<file path="src/rtl/chirp_phase_sequencer_if.sv">
// Handshake and sample bus between the radar pulse controller and the chirp phase sequencer.
// The controller drives the master modport and the sequencer uses the slave modport.
interface chirp_phase_sequencer_if #(
    parameter int OUT_W = 16
);
    logic [127:0]     chirp_parameters;
    logic             chirp_init;
    logic             chirp_enable;
    logic             chirp_ready;
    logic             chirp_active;
    logic             chirp_done;
    logic [OUT_W-1:0] phase_out;
    logic             phase_valid;
    logic [31:0]      sample_index;

    modport master (
        output chirp_parameters, chirp_init, chirp_enable,
        input  chirp_ready, chirp_active, chirp_done, phase_out, phase_valid, sample_index
    );

    modport slave (
        input  chirp_parameters, chirp_init, chirp_enable,
        output chirp_ready, chirp_active, chirp_done, phase_out, phase_valid, sample_index
    );
endinterface

</file>
<file path="src/rtl/chirp_phase_sequencer.sv">
// Linear-FM chirp phase generator: a quadratic phase accumulator stepped once per DAC sample,
// sequenced by a warmup/idle/load/run/done FSM with fully registered outputs.
module chirp_phase_sequencer #(
    parameter int PHASE_W     = 32,
    parameter int OUT_W       = 16,
    parameter int READY_DELAY = 16
) (
    input  logic                     aclk,
    input  logic                     aresetn,
    chirp_phase_sequencer_if.slave   bus
);

    typedef enum logic [2:0] {
        S_WARMUP,
        S_IDLE,
        S_LOAD,
        S_RUN,
        S_DONE
    } state_t;

    state_t               r_state;
    logic [31:0]          r_warm;
    logic [PHASE_W-1:0]   r_acc;
    logic [PHASE_W-1:0]   r_freq;
    logic [PHASE_W-1:0]   r_coef;
    logic [31:0]          r_max;
    logic [31:0]          r_idx;
    logic                 r_ready;
    logic                 r_active;
    logic                 r_done;
    logic                 r_valid;

    logic [PHASE_W-1:0]   w_off;
    logic [PHASE_W-1:0]   w_coef;
    logic [31:0]          w_max;
    logic                 w_unused_params;

    assign w_off           = PHASE_W'(bus.chirp_parameters[95:64]);
    assign w_coef          = PHASE_W'(bus.chirp_parameters[63:32]);
    assign w_max           = bus.chirp_parameters[31:0];
    assign w_unused_params = ^bus.chirp_parameters[127:96];

    // Control FSM with registered outputs; the phase accumulator and index live here so
    // reset clears them along with the handshake outputs.
    always_ff @(posedge aclk or negedge aresetn) begin
        if (!aresetn) begin
            r_state  <= S_WARMUP;
            r_warm   <= 32'(READY_DELAY);
            r_acc    <= '0;
            r_idx    <= '0;
            r_ready  <= 1'b0;
            r_active <= 1'b0;
            r_done   <= 1'b0;
            r_valid  <= 1'b0;
        end else begin
            r_done <= 1'b0;
            case (r_state)
                S_WARMUP: begin
                    if (r_warm == '0) begin
                        r_state <= S_IDLE;
                        r_ready <= 1'b1;
                    end else begin
                        r_warm <= r_warm - 32'd1;
                    end
                end
                S_IDLE: begin
                    if (bus.chirp_init && bus.chirp_enable) begin
                        r_state  <= S_LOAD;
                        r_ready  <= 1'b0;
                        r_active <= 1'b1;
                    end
                end
                S_LOAD: begin
                    if (!bus.chirp_enable) begin
                        r_state  <= S_IDLE;
                        r_ready  <= 1'b1;
                        r_active <= 1'b0;
                    end else begin
                        r_state <= S_RUN;
                        r_acc   <= '0;
                        r_idx   <= '0;
                        r_valid <= 1'b1;
                    end
                end
                S_RUN: begin
                    if (!bus.chirp_enable) begin
                        r_state  <= S_IDLE;
                        r_ready  <= 1'b1;
                        r_active <= 1'b0;
                        r_valid  <= 1'b0;
                    end else if (r_idx == r_max) begin
                        // Exit compare comes before the increment so a full 2^32-sample chirp never wraps the index.
                        r_state  <= S_DONE;
                        r_active <= 1'b0;
                        r_valid  <= 1'b0;
                        r_done   <= 1'b1;
                    end else begin
                        r_acc <= r_acc + r_freq;
                        r_idx <= r_idx + 32'd1;
                    end
                end
                S_DONE: begin
                    r_state <= S_IDLE;
                    r_ready <= 1'b1;
                end
                default: begin
                    r_state <= S_WARMUP;
                end
            endcase
        end
    end

    // Chirp parameters are only meaningful once LOAD has captured them, so they carry no reset.
    always_ff @(posedge aclk) begin
        if (r_state == S_LOAD) begin
            r_coef <= w_coef;
            r_max  <= w_max;
            r_freq <= w_off;
        end else if (r_state == S_RUN) begin
            r_freq <= r_freq + r_coef;
        end
    end

    assign bus.chirp_ready  = r_ready;
    assign bus.chirp_active = r_active;
    assign bus.chirp_done   = r_done;
    assign bus.phase_valid  = r_valid;
    assign bus.phase_out    = r_acc[PHASE_W-1 -: OUT_W];
    assign bus.sample_index = r_idx;

endmodule

</file>
<file path="src/flat_wrapper.sv">
// flat-port wrapper written by rule: the top's interface ports become plain ports
module chirp_phase_sequencer_flat 
#(
    parameter int PHASE_W     = 32,
    parameter int OUT_W       = 16,
    parameter int READY_DELAY = 16
)
  (aclk, aresetn, bus_chirp_parameters, bus_chirp_init, bus_chirp_enable, bus_chirp_ready, bus_chirp_active, bus_chirp_done, bus_phase_out, bus_phase_valid, bus_sample_index);
  chirp_phase_sequencer_if #(.OUT_W(OUT_W)) bus_i ();
  input  logic aclk;
  input  logic aresetn;
  input wire logic [$bits(bus_i.chirp_parameters)-1:0] bus_chirp_parameters;
  input wire logic [$bits(bus_i.chirp_init)-1:0] bus_chirp_init;
  input wire logic [$bits(bus_i.chirp_enable)-1:0] bus_chirp_enable;
  output wire logic [$bits(bus_i.chirp_ready)-1:0] bus_chirp_ready;
  output wire logic [$bits(bus_i.chirp_active)-1:0] bus_chirp_active;
  output wire logic [$bits(bus_i.chirp_done)-1:0] bus_chirp_done;
  output wire logic [$bits(bus_i.phase_out)-1:0] bus_phase_out;
  output wire logic [$bits(bus_i.phase_valid)-1:0] bus_phase_valid;
  output wire logic [$bits(bus_i.sample_index)-1:0] bus_sample_index;
  assign bus_i.chirp_parameters = bus_chirp_parameters;
  assign bus_i.chirp_init = bus_chirp_init;
  assign bus_i.chirp_enable = bus_chirp_enable;
  assign bus_chirp_ready = bus_i.chirp_ready;
  assign bus_chirp_active = bus_i.chirp_active;
  assign bus_chirp_done = bus_i.chirp_done;
  assign bus_phase_out = bus_i.phase_out;
  assign bus_phase_valid = bus_i.phase_valid;
  assign bus_sample_index = bus_i.sample_index;
  chirp_phase_sequencer #(.PHASE_W(PHASE_W), .OUT_W(OUT_W), .READY_DELAY(READY_DELAY)) u_core (.aclk(aclk), .aresetn(aresetn), .bus(bus_i));
endmodule
</file>
<file path="config.mk">
export PLATFORM = sky130hd
export DESIGN_NAME = chirp_phase_sequencer_flat
export DESIGN_NICKNAME = d
export VERILOG_FILES = /design/src/rtl/chirp_phase_sequencer_if.sv /design/src/rtl/chirp_phase_sequencer.sv /design/src/flat_wrapper.sv
export SDC_FILE = /design/constraint.sdc
export NUM_CORES = 1
export LEC_CHECK = 0
export ABC_AREA = 1
export BUFFER_PORTS_ARGS = -buffer_cell sky130_fd_sc_hd__buf_2
export CAP_MARGIN = 10
export CORE_MARGIN = 8
export CORE_UTILIZATION = 27
export DETAILED_ROUTE_END_ITERATION = 10
export PLACE_DENSITY_LB_ADDON = 0.15
export SLEW_MARGIN = 40
export SYNTH_ARGS = -nofsm -noshare
export SYNTH_HDL_FRONTEND = slang
export SYNTH_SLANG_ARGS = --single-unit
</file>
<file path="constraint.sdc">
create_clock -name aclk -period 3.55 [get_ports aclk]
set_input_delay 0.5325 -clock aclk [delete_from_list [all_inputs] [get_ports aclk]]
set_output_delay 0.5325 -clock aclk [all_outputs]
set_load 0.02 [all_outputs]
</file>
## After elaboration in Yosys (flattened, before gate mapping)

Index checks and enable logic that the tools add are counted.

- $add $sub $neg: 4
- Eq/ne operators: 13
- Mux-type cells: 29
- Bitwise operators: 1
- Reduce and logical (&&, ||, !) cells: 13

Operators with widths:

| operator | number |
|---|---|
| $mux 32 | 7 |
| $pmux 32 s2 | 2 |
| $add 32x32->32 | 2 |
| $add 32x1->32 const B | 1 |
| $eq 32x32->1 | 1 |
| $logic_not 32->1 | 1 |
| $sub 32x1->32 const B | 1 |
| $pmux 3 s5 | 1 |
| $mux 3 | 4 |
| $reduce_and 4->1 | 3 |
| $mux 1 | 11 |
| $ne 2x2->1 const B | 5 |
| $eq 3x2->1 const B | 2 |
| $reduce_and 3->1 | 2 |
| $ne 2x1->1 const B | 2 |
| $pmux 1 s4 | 1 |
| $reduce_bool 4->1 | 1 |
| $eq 3x1->1 const B | 1 |
| $eq 3x3->1 const B | 1 |
| $logic_not 3->1 | 1 |
| $ne 3x2->1 const B | 1 |
| $pmux 1 s3 | 1 |
| $reduce_bool 3->1 | 1 |
| $mux 2 | 1 |
| other kinds (6) | 6 |

- Bits in registers: 199
- Bits of input ports: 132
- Output and inout port bits: 52
- Word-level logic and storage cells: 71

## Depth between registers and ports, before layout

- Word-level depth: 4
- Mapped depth: 14
- Gate-level depth less buffers: 14

## Least setup slack after synthesis

OpenSTA, ideal clock, no wires.

- Path kind: reg2reg
- From: reg u_core.r_state[2]
- To: reg u_core.r_coef[0] (enable)
- Library setup time: 453 ps
- Arrival: 2745 ps
- Data required time: 3097 ps
- Setup slack: 352 ps
- Cell stages (with the launch flop): 3
- Buffers on the path: 1
- Period minus slack after synthesis: 3198 ps
- Cells stage by stage: dfrtp_1 nor3_2 clkbuf_1

- Word-level cells in the longest chain between the ends: 1

RTL lines:

| item | line | RTL |
|---|---|---|
| from (decl) | chirp_phase_sequencer.sv:21 | `state_t r_state;` |
| from (signal assigned) | chirp_phase_sequencer.sv:47 | `r_state <= S_WARMUP;` |
| from (signal assigned) | chirp_phase_sequencer.sv:60 | `r_state <= S_IDLE;` |
| from (signal assigned) | chirp_phase_sequencer.sv:68 | `r_state <= S_LOAD;` |
| $eq 3x2->1 | chirp_phase_sequencer.sv:115 | `if (r_state == S_LOAD) begin` |
| to (signal assigned) | chirp_phase_sequencer.sv:116 | `r_coef <= w_coef;` |
| to (decl) | chirp_phase_sequencer.sv:25 | `logic [PHASE_W-1:0] r_coef;` |

No other way between the ends.
A chain may end at the register's enable or synchronous reset.

## Worst setup path in the final report

- From: reg u_core.r_freq[0]
- To: reg u_core.r_freq[28], data pin

- Word-level cells in the longest chain between the ends: 3

RTL lines:

| item | line | RTL |
|---|---|---|
| from (decl) | chirp_phase_sequencer.sv:24 | `logic [PHASE_W-1:0] r_freq;` |
| from (signal assigned) | chirp_phase_sequencer.sv:118 | `r_freq <= w_off;` |
| from (signal assigned) | chirp_phase_sequencer.sv:120 | `r_freq <= r_freq + r_coef;` |
| $add 32x32->32 | chirp_phase_sequencer.sv:120 |  |
| $mux 32 | chirp_phase_sequencer.sv:119 | `end else if (r_state == S_RUN) begin` |
| $mux 32 | chirp_phase_sequencer.sv:115 |  |

No other way between the ends. The select of a mux whose other input is x is not followed.

==> results_dict.tcl <==
set metrics [dict create \
    ant_nets 0 \
    cts_tree "done" \
    status "completed" \
    worstPathMaxFanout 3 \
    post-dp-hpwl_mm 32.9 \
    multi_input_comb_area_um2 7180 \
    final_common_cell "nand2_1" \
    rsz0062_at_grt "no" \
    yosys.area.top_type "edfxtp_1" \
    min_period_ps 2480 \
    dr_total_vias 12200 \
    filler_cell_count 5603 \
    h-tree-depth 4 \
    num_antenna_cells 0 \
    min_path_type "in2reg" \
    path_cells "ha_1 > fa_1 > nand2_1 > o21ai_0 > nand3_1 > nand3b_1 > nand2_1 > nand3_1 > nand3_1 > nand2_1" \
    wirelength_mm 42.4 \
    pwr-share-seq 0.301 \
    synth_cell_types 38 \
    cts_root_buffer "clkbuf_16" \
    row_count 83 \
    regArea_um2 5460 \
    fin_area_um2 15800 \
    final_nets 2279 \
    crit_arrival_ps 2730 \
    maxCapViolCount 0 \
    synth-edff-count 96 \
    synth_area_leaders "edfxtp_1 (21%), nand2_1 (20%), dfrtp_1 (18%), inv_1 (6.4%), nor2_1 (6.1%)" \
    cts-resized-gates 0 \
    firstDrtPassIters 5 \
    pwr-share-clk 0.164 \
    post_cts_buffers 0 \
    grt_max_degree 75 \
    async_flop_share 0.518 \
    maxSlewHeadroom 0.505 \
    io_buffers 151 \
    ir_drop_uv 413 \
    worst-path-buf-inv 0 \
    dp.cells 2740 \
    grtUsageTotal 0.145 \
    crit_path_end_kind "flop" \
    place_congestion 0.882 \
    power_switching_mw 5.92 \
    skew_ps 16.9 \
    hold_violations 0 \
    tns_ps 0 \
    grt_first_pass_wirelength_mm 66.9 \
    die-width_um 242 \
    cts_made_buffers 17 \
    cp.required_ps 3800 \
    ys.flop_type "dfrtp_1" \
    synth_nets 2148 \
    cts_buffer_depth 2 \
    area_growth_pct 14.5 \
    place_area_um2 15200 \
    drv_slew 0 \
    cpLargestDelayFamily "simple AND/OR/NAND/NOR gates" \
    syn_area_um2 13800 \
    drt_iter0_drc 782 \
    slowest_stage "edfxtp_1" \
    critPathKind "reg2reg" \
    pwr-share-comb 0.535 \
    timing.final.crit_share 0.699 \
    slowest_delay_ps 470 \
    avgSynthCellArea_um2 7.10 \
    die_h_um 242 \
    p_int_mw 6.44 \
    grt_pass1_vias 12000 \
    wl_per_cell_um 15.3 \
    die_area_um2 58700 \
    layout-drive-gt1-share 0.104 \
    clock_latency_ps 500 \
    antenna_found_initial 0 \
    yosys_warnings 0 \
    io_pins 184 \
    cp-start-kind "flop" \
    switching_share 0.479 \
    finalSetupViolations 0 \
    syn_inst 1949 \
    p_total_mw 12.4 \
    drcViolationCount 0 \
    start_util 0.271 \
    via_per_inst 4.41 \
    power_density_nw_per_um2 780 \
    p_leak_nw 8.02 \
    ys_ff_latch 199 \
    layout.cells.non_filler 2773 \
    post-place-ws_ps 1050 \
    yosysSeqAreaShare 0.395 \
    clkSinkCount 199 \
    cts.clk_slew.worst_paths_ps 90 \
    yosys.area.top_type_share 0.208 \
    core_area_um2 51000 \
    grt-ovfl-total 0 \
    layout_setup_ws_ps 1070 \
    final_cell_mix "nand2_1 (722), inv_1 (234), nor2_1 (224)" \
    fmax_mhz 403 \
    worstMarginPinSlew_ps 742 \
]
==> repair_timing <==
| action | 4_1_cts | 5_1_grt |
|---|---|---|
| hold endpoints to repair | 27 | 0 |
| endpoints found under the setup margin | 0 | 0 |
| hold buffers | 1 | 0 |
==> through the flow <==
step            util  hold slack (ps)
2_1_floorplan      -              237
3_3_place_gp   0.299              466
3_5_place_dp   0.299              462
4_1_cts        0.310              157
5_1_grt        0.311              165
6_report       0.311              204
==> state kept, by name (all words and copies together) (netlist names) <==
register and count:
u_core.bus.chirp_ready 1, u_core.r_max 32, u_core.r_acc 32, u_core.bus.chirp_done 1, u_core.bus.sample_index 32, u_core.bus.chirp_active 1
u_core.r_state 3, u_core.r_warm 32, u_core.bus.phase_valid 1, u_core.r_coef 32, u_core.r_freq 32
==> cell families after synthesis <==
| kind of cell | count (synthesis) | share of synthesized area |
|---|---|---|
| xor gates and xnor gates | 102 | 0.0646 |
| and+or+nand+nor | 1176 | 0.347 |
| buffers and inverters | 289 | 0.0870 |
| DFF | 199 | 0.395 |
| AOI/OAI and AO/OA | 116 | 0.0452 |
| adders and majority gates | 67 | 0.0617 |
==> Yosys cell counts (19+ instances only) <==
cell type	number
a21oi_1	45
buf_4	19
dfrtp_1	102
edfxtp_1	96
ha_1	65
inv_1	234
nand2_1	724
nand3_1	155
nor2_1	224
nor3_1	28
o21ai_0	51
xnor2_1	75
xor2_1	27
==> path summary, 6_finish.rpt <==
kind,start,to,slack (ps),depth (start not counted)
max,u_core.r_freq[0],u_core.r_freq[28],1070,10
min reg2reg,u_core.bus.chirp_ready,u_core.bus.chirp_ready,470,2
max reg2reg,u_core.r_freq[0],u_core.r_freq[28],1070,10
min,bus_chirp_parameters[49],u_core.r_coef[17],200,1
max in group asynchronous,aresetn,u_core.bus.sample_index[13],2270,3
min in group asynchronous,aresetn,u_core.r_warm[27],520,2
==> final cells by class <==
| type | instances | share of cell area |
|---|---|---|
| Clock buffer | 17 | 0.0269 |
| Clock inverter | 15 | 0.00972 |
| Inverter | 238 | 0.0564 |
| Multi-Input combinational cell | 1461 | 0.454 |
| Sequential cell | 199 | 0.345 |
| Tap cell | 680 | 0.0537 |
| Timing Repair Buffer | 163 | 0.0548 |
==> routing by layer <==
layer / wire length (um) / global-route usage / vias up
li1: - / - / 6418
met1: 20200 / 0.188 / 5568
met2: 19900 / 0.238 / 180
met3: 1100 / 0.0227 / 51
met4: 1210 / 0.0621 / 0
met5: 0 / 0 / -
==> power groups by stage <==
stage                     registers (mW)  logic (mW)  clock network [mW]
after floorplan                     3.58        5.03                   0
after global placement              3.80        6.64                   0
after detailed placement            3.80        6.68                   0
after CTS                           3.76        6.70                2.13
after global routing                3.79        7.65                2.19
final                               3.72        6.61                2.03
(Power assumes the default switching activity.)
